--- src/rtl/mul_shift_add32_if.sv ---
`default_nettype none
// ============================================================================
//  Module      : mul_shift_add32_if
//  Description : Start/busy operand and result bundle for the shift-add multiplier.
//  Revision    : 1.0  initial release
// ============================================================================
interface mul_shift_add32_if;
    logic [31:0] a_in;
    logic [31:0] b_in;
    logic        a_signed;
    logic        b_signed;
    logic        start;
    logic [31:0] p_hi;
    logic [31:0] p_lo;
    logic        busy;

    modport master (
        output a_in, b_in, a_signed, b_signed, start,
        input  p_hi, p_lo, busy
    );

    modport slave (
        input  a_in, b_in, a_signed, b_signed, start,
        output p_hi, p_lo, busy
    );
endinterface
`default_nettype wire

--- src/rtl/mul_shift_add32.sv ---
`default_nettype none
// ============================================================================
//  Module      : mul_shift_add32
//  Description : Sequential 32x32 shift-add multiplier, 64-bit signed/unsigned product.
//  Revision    : 1.0  initial release
// ============================================================================
module mul_shift_add32 (
    input  wire logic         clk,
    input  wire logic         rstLow,
    mul_shift_add32_if.slave  bus
);

    typedef enum logic [1:0] {
        S_PREP   = 2'd0,
        S_LOOP   = 2'd1,
        S_SIGN   = 2'd2,
        S_FINISH = 2'd3
    } state_t;

    localparam logic [4:0] c_LAST_ITER = 5'd31;

    state_t      r_state;
    state_t      w_next_state;
    logic [4:0]  r_count;
    logic [31:0] r_mcand;
    logic [32:0] r_hi;
    logic [31:0] r_lo;
    logic        r_neg;

    logic        w_sa;
    logic        w_sb;
    logic [31:0] w_a_mag;
    logic [31:0] w_b_mag;
    logic [32:0] w_sum;
    logic [63:0] w_neg_prod;

    // Magnitudes: negating 0x80000000 wraps back to 0x80000000, which is the
    // correct unsigned magnitude.
    assign w_sa       = bus.a_signed & bus.a_in[31];
    assign w_sb       = bus.b_signed & bus.b_in[31];
    assign w_a_mag    = w_sa ? (32'd0 - bus.a_in) : bus.a_in;
    assign w_b_mag    = w_sb ? (32'd0 - bus.b_in) : bus.b_in;
    assign w_sum      = r_lo[0] ? (r_hi + {1'b0, r_mcand}) : r_hi;
    assign w_neg_prod = 64'd0 - {r_hi[31:0], r_lo};

    assign bus.p_hi = r_hi[31:0];
    assign bus.p_lo = r_lo;

    always_ff @(posedge clk) begin
        if (!rstLow) begin
            r_state <= S_FINISH;
        end else begin
            r_state <= w_next_state;
        end
    end

    always_comb begin
        w_next_state = r_state;
        bus.busy     = 1'b1;
        unique case (r_state)
            S_PREP:   w_next_state = S_LOOP;
            S_LOOP:   if (r_count == c_LAST_ITER) w_next_state = S_SIGN;
            S_SIGN:   w_next_state = S_FINISH;
            S_FINISH: begin
                bus.busy = 1'b0;
                if (bus.start) w_next_state = S_PREP;
            end
            default:  w_next_state = S_FINISH;
        endcase
    end

    always_ff @(posedge clk) begin
        if (!rstLow) begin
            r_count <= '0;
            r_mcand <= '0;
            r_hi    <= '0;
            r_lo    <= '0;
            r_neg   <= 1'b0;
        end else begin
            unique case (r_state)
                S_PREP: begin
                    r_mcand <= w_a_mag;
                    r_lo    <= w_b_mag;
                    r_hi    <= '0;
                    r_neg   <= w_sa ^ w_sb;
                    r_count <= '0;
                end
                S_LOOP: begin
                    // Conditional add, then shift {hi,lo} right by one.
                    r_hi    <= {1'b0, w_sum[32:1]};
                    r_lo    <= {w_sum[0], r_lo[31:1]};
                    r_count <= r_count + 5'd1;
                end
                S_SIGN: begin
                    if (r_neg) begin
                        r_hi <= {1'b0, w_neg_prod[63:32]};
                        r_lo <= w_neg_prod[31:0];
                    end
                end
                default: begin
                end
            endcase
        end
    end

endmodule
`default_nettype wire

--- src/flat_wrapper.sv ---
// flat-port wrapper written by rule: the top's interface ports become plain ports
module mul_shift_add32_flat 
  (clk, rstLow, bus_a_in, bus_b_in, bus_a_signed, bus_b_signed, bus_start, bus_p_hi, bus_p_lo, bus_busy);
  mul_shift_add32_if bus_i ();
  input  wire logic clk;
  input  wire logic rstLow;
  input wire logic [$bits(bus_i.a_in)-1:0] bus_a_in;
  input wire logic [$bits(bus_i.b_in)-1:0] bus_b_in;
  input wire logic [$bits(bus_i.a_signed)-1:0] bus_a_signed;
  input wire logic [$bits(bus_i.b_signed)-1:0] bus_b_signed;
  input wire logic [$bits(bus_i.start)-1:0] bus_start;
  output wire logic [$bits(bus_i.p_hi)-1:0] bus_p_hi;
  output wire logic [$bits(bus_i.p_lo)-1:0] bus_p_lo;
  output wire logic [$bits(bus_i.busy)-1:0] bus_busy;
  assign bus_i.a_in = bus_a_in;
  assign bus_i.b_in = bus_b_in;
  assign bus_i.a_signed = bus_a_signed;
  assign bus_i.b_signed = bus_b_signed;
  assign bus_i.start = bus_start;
  assign bus_p_hi = bus_i.p_hi;
  assign bus_p_lo = bus_i.p_lo;
  assign bus_busy = bus_i.busy;
  mul_shift_add32 u_core (.clk(clk), .rstLow(rstLow), .bus(bus_i));
endmodule
--- config.mk ---
export PLATFORM = sky130hd
export DESIGN_NAME = mul_shift_add32_flat
export DESIGN_NICKNAME = d
export VERILOG_FILES = /design/src/rtl/mul_shift_add32_if.sv /design/src/rtl/mul_shift_add32.sv /design/src/flat_wrapper.sv
export SDC_FILE = /design/constraint.sdc
export NUM_CORES = 1
export LEC_CHECK = 0
export CAP_MARGIN = 10
export CORE_MARGIN = 3
export CORE_UTILIZATION = 55
export DETAILED_ROUTE_END_ITERATION = 10
export PLACE_DENSITY = 0.85
export SYNTH_ARGS = -nofsm -noshare
export SYNTH_HDL_FRONTEND = slang
export SYNTH_SLANG_ARGS = --single-unit
--- constraint.sdc ---
create_clock -name clk -period 7.7 [get_ports clk]
set_input_delay 1.54 -clock clk [delete_from_list [all_inputs] [get_ports clk]]
set_output_delay 1.54 -clock clk [all_outputs]
set_load 0.01 [all_outputs]
Word level (Yosys, flattened, before mapping)
Cells that the tools add are included.
- shift-type cells: 0
- bitwise gates (word level): 3
- order comparisons: 0
- eq/ne operators: 7
- reduce and logical (&&, ||, !) cells: 5
- add/sub/neg operators: 5
- div/mod/pow operators: 0
- multiply operators: 0
- muxes and demuxes: 12
- operators with widths (operator ; number):
    case mux 33 bit (3 select lines) ; 1
    2-to-1 mux 32 bit ; 3
    case mux 32 bit (3 select lines) ; 1
    2-to-1 mux 33 bit ; 2
    subtractor 1 x 32 -> 32 bit (first input constant) ; 2
    subtractor 1 x 64 -> 64 bit (first input constant) ; 1
    adder 33 x 32 -> 33 bit ; 1
    case mux 5 bit (2 select lines) ; 1
    case mux 2 bit (4 select lines) ; 1
    adder 5 x 1 -> 5 bit (second input constant) ; 1
    equality test 5 bit (second input constant) ; 1
    equality test 2 bit (second input constant) ; 2
    2-to-1 mux 2 bit ; 2
    != test 2 x 1 -> 1 bit (second input constant) ; 2
    AND reduction 2 bit ; 2
    nonzero test 3 bit ; 1
    AND 1 bit ; 2
    equality test 2 x 1 -> 1 bit (second input constant) ; 1
    zero test 2 bit ; 1
    != test 2 bit (second input constant) ; 1
    nonzero test 2 bit ; 1
    2-to-1 mux 1 bit ; 1
    XOR 1 bit ; 1
- memories: 0
- latch bits: 0
- ROM bits: 0
- bits in registers: 105
- bits in writable memories: 0
- bits of input ports: 69
- output and inout bits: 65
- logic and storage cells: 38

Longest topological paths before layout
- depth in word-level cells: 3
- depth in mapped cells: 12
- gate-level depth less buffers: 10

Worst setup path after synthesis
No wires, ideal clock.
- path type: input-to-reg
- start: in bus_b_in[0]
- end: reg u_core.r_lo[30] (netlist: u_core.bus.p_lo[30])
- required time: 7.614 ns
- arrival: 3.268 ns
- buffers on the path: 0
- stages: 10
- library setup time: 0.086 ns
- slack: 4.346 ns
- cells stage by stage: inv_1 > ha_1 > nor3b_2 > nand4_1 > nor4b_1 > nand2_1 > nor3_1 > a21oi_1 > xnor2_1 > a211oi_1
- longest elaborated chain between the ends: 3
- RTL lines (element ; RTL line ; text):
    start, declared ; flat_wrapper.sv:8 ; input wire logic [$bits(bus_i.b_in)-1:0] bus_b_in;
    subtractor 1 x 32 -> 32 bit ; mul_shift_add32.sv:42 ; assign w_b_mag = w_sb ? (32'd0 - bus.b_in) : bus.b_in;
    2-to-1 mux 32 bit ; mul_shift_add32.sv:42 ;
    case mux 32 bit (3 select lines) ; mul_shift_add32.sv:80 ; unique case (r_state)
    end signal, assigned ; mul_shift_add32.sv:83 ; r_lo <= w_b_mag;
    end signal, assigned ; mul_shift_add32.sv:91 ; r_lo <= {w_sum[0], r_lo[31:1]};
    end signal, assigned ; mul_shift_add32.sv:97 ; r_lo <= w_neg_prod[31:0];
    end, declared ; mul_shift_add32.sv:27 ; logic [31:0] r_lo;
Every way passes these cells.
A chain may end at the register's enable or synchronous reset.

Worst setup path after layout
- start: in bus_b_in[1]
- end: reg u_core.r_lo[30] (netlist: u_core.bus.p_lo[30])
Same word-level chain as after synthesis.

==> flow_metrics.tcl <==
set metrics [dict create \
    synth_compound_area_share_pct 29.7 \
    grt_pass1_vias 9379 \
    via_count 10000 \
    hold_slack_ns 0.486 \
    yosysMostFrequentCell "nand2_1" \
    drtIter0Drc 1279 \
    ctsResizeCount 0 \
    grt_pass1_wl_um 45700 \
    antenna_found_initial 0 \
    rsz0062_at_grt "no" \
    ff2ff_setup_slack_ns 4.36 \
    post_dp_cell_area_um2 10600 \
    synthArstFlopShare_pct 0 \
    leakagePower_nw 3.89 \
    regArea_um2 2080 \
    maxSlewViolCount 0 \
    synthDistinctLibCells 97 \
    worstSetupPathType "in2reg" \
    max-slew-margin-rel_pct 27.6 \
    synth_common_cells "121 x nand2_1, 117 x nor2_1, 106 x a21oi_1" \
    post_cts_buffers 0 \
    skew_ns 0.00793 \
    clock_latency_ns 0.36 \
    initial_core_util_pct 57.3 \
    core_area_um2 16200 \
    drt_wl_total_um 28100 \
    wl_per_cell_um 18.3 \
    power_density_nw_per_um2 309 \
    root_buffer "clkbuf_16" \
    yosysWarnings 0 \
    grtUsageTotal_pct 30.0 \
    path_cells "clkdlybuf4s50_1 > inv_1 > ha_1 > nor3b_2 > nand4_1 > nor4b_1 > nand2_1 > nor3_1 > a21oi_1 > xnor2_1 > a211oi_1" \
    overflow 0 \
    max_freq_ghz 0.256 \
    hp-class "reg2reg" \
    synthesis.nets 1343 \
    antenna_left 0 \
    synth_fa_ha_area_share_pct 5.75 \
    numPortBuffers 133 \
    drv_cap 0 \
    synth_top_area_share_pct 22.5 \
    synth_xor_area_share_pct 8.79 \
    cts_tree "built" \
    grt_max_degree 67 \
    min_period_ns 3.91 \
    cts_max_path_buffers 2 \
    critPathCaptureType "register" \
    cts_sinks 104 \
    cpPeakStageDelay_ns 0.48 \
    final_net_count 1428 \
    finalCritPeriodShare_pct 50.8 \
    tightest_slew_ns 1.08 \
    synth_top_area_cell "dfxtp_1" \
    die_area_um2 18500 \
    drcViolationCount 0 \
    synth_seq_area_share_pct 22.5 \
    critPathLaunchType "input pin" \
    worst_path_dominant_cell_family "simple AND/OR/NAND/NOR gates" \
    ys.flop_type "dfxtp_1" \
    fin_area_um2 10900 \
    synthSimpleGateAreaFrac_pct 26.3 \
    first_pass_iters 8 \
    synth-edff-count 0 \
    multi_input_area_um2 6710 \
    finish.utilization_pct 67.4 \
    synth_mux_area_share_pct 1.65 \
    synth_top_family_by_area "compound AO/OA/AOI/OAI gates" \
    drive_above_1_share_pct 5.98 \
    ioPinCount 134 \
    path_buf_inv 2 \
    areaGrowthSynthToFinish_pct 17.5 \
    slowest_stage "clkdlybuf4s50_1" \
    vdd_drop_max_mv 0.208 \
    cp.arrival_ns 4.18 \
    dp_hpwl_um 20000 \
    yosys_register_bits 104 \
    place_congestion 0.921 \
    path_clk_slew_ns 0.07 \
    via_per_inst 6.51 \
    syn_area_um2 9270 \
    cts-buffers-inserted 9 \
    syn_area_per_cell_um2 7.53 \
    die_w_um 136 \
    die_h_um 136 \
    status "completed" \
    setup_viol 0 \
    synth_area_leaders "dfxtp_1 22%, a21oi_1 5.7%, ha_1 5.5%" \
    finalSetupTns_ns 0 \
    htree_num_levels 3 \
    syn_inst 1232 \
    cp_max_fo 5 \
    finalHoldViolCount 0 \
    nFillCells 1369 \
    cts_hold_buf 0 \
    crit_required_ns 7.97 \
    n_antenna_cell 0 \
    row_count 46 \
]
## cell families after synthesis
| logic type | Yosys count |
|---|---|
| fa+ha+maj | 42 |
| simple gates | 454 |
| xor+xnor | 93 |
| flops | 104 |
| mux | 15 |
| compound gates | 415 |
| buf+inv | 109 |
## worst paths after layout
path	depth (start not counted)	start	endpoint
setup / recovery	11	bus_b_in[1]	u_core.bus.p_lo[30]
hold / removal	2	u_core.r_mcand[26]	u_core.r_mcand[26]
setup reg to reg	11	u_core.bus.p_lo[0]	u_core.bus.p_lo[30]
hold reg to reg	2	u_core.r_mcand[26]	u_core.r_mcand[26]
## tightest hold or removal path, stage by stage, from the launching register on
cell and delay (ns):
dfxtp_1 0.32, nand2_1 0.05, o21ai_0 0.06
## state kept, by name, indices dropped and copies added, names as in the netlist
register,count
u_core.r_neg,1
u_core.r_hi,32
u_core.r_count,5
u_core.bus.p_lo,32
u_core.r_mcand,32
u_core.r_state,2
## stage by stage
stage | power [mW] | std cells | setup slack (ns)
2_1_floorplan | 2.29 | 1232 | 4.35
3_3_place_gp | 2.83 | 1522 | 3.55
3_5_place_dp | 2.88 | 1522 | 3.43
4_1_cts | 3.32 | 1538 | 3.81
5_1_grt | 3.59 | 1538 | 3.52
6_report | 3.36 | 1538 | 3.79
## layer usage
metal | vias up | GRT usage [%] | wire length [um]
met2 | 540 | 48.7 | 12800
met5 | - | 0 | 0
met1 | 4619 | 40.5 | 12100
met3 | 62 | 3.74 | 2570
met4 | 0 | 12.0 | 737
li1 | 4788 | - | -
## final cells by class
cell class	instances	area share [%]
clock buffer	9	2.07
clock inverter	7	0.448
inverter	37	1.27
multi-input combinational	1019	61.5
sequential	104	19.1
tap	216	2.48
timing repair buffer	146	13.1
## where the power goes
group          leakage (nW)  internal (mW)  switching (mW)
sequential            0.847          0.664           0.210
clock                 0.135          0.219           0.218
combinational          2.91          0.799            1.25
total                  3.89           1.68            1.68
## cell usage in the layout, fill, tap and decap left out, drive strengths merged, types with 11 or more instances in the layout
master / synthesis / final
clkdlybuf4s50: 0 / 132
nand2: 124 / 124
nor2: 119 / 119
a21oi: 106 / 106
dfxtp: 104 / 104
o21ai: 95 / 95
xnor2: 56 / 56
nor3: 45 / 45
ha: 41 / 41
a211oi: 38 / 38
xor2: 37 / 37
inv: 36 / 36
nand3: 32 / 32
nor4: 26 / 26
a31oi: 25 / 25
a221oi: 21 / 21
o31ai: 19 / 19
and2: 15 / 15
a21o: 14 / 14
or3: 14 / 14
buf: 19 / 14
nor2b: 13 / 13
mux2i: 13 / 13
nand4: 11 / 11
Note: power is estimated with default switching activity, not from simulation.
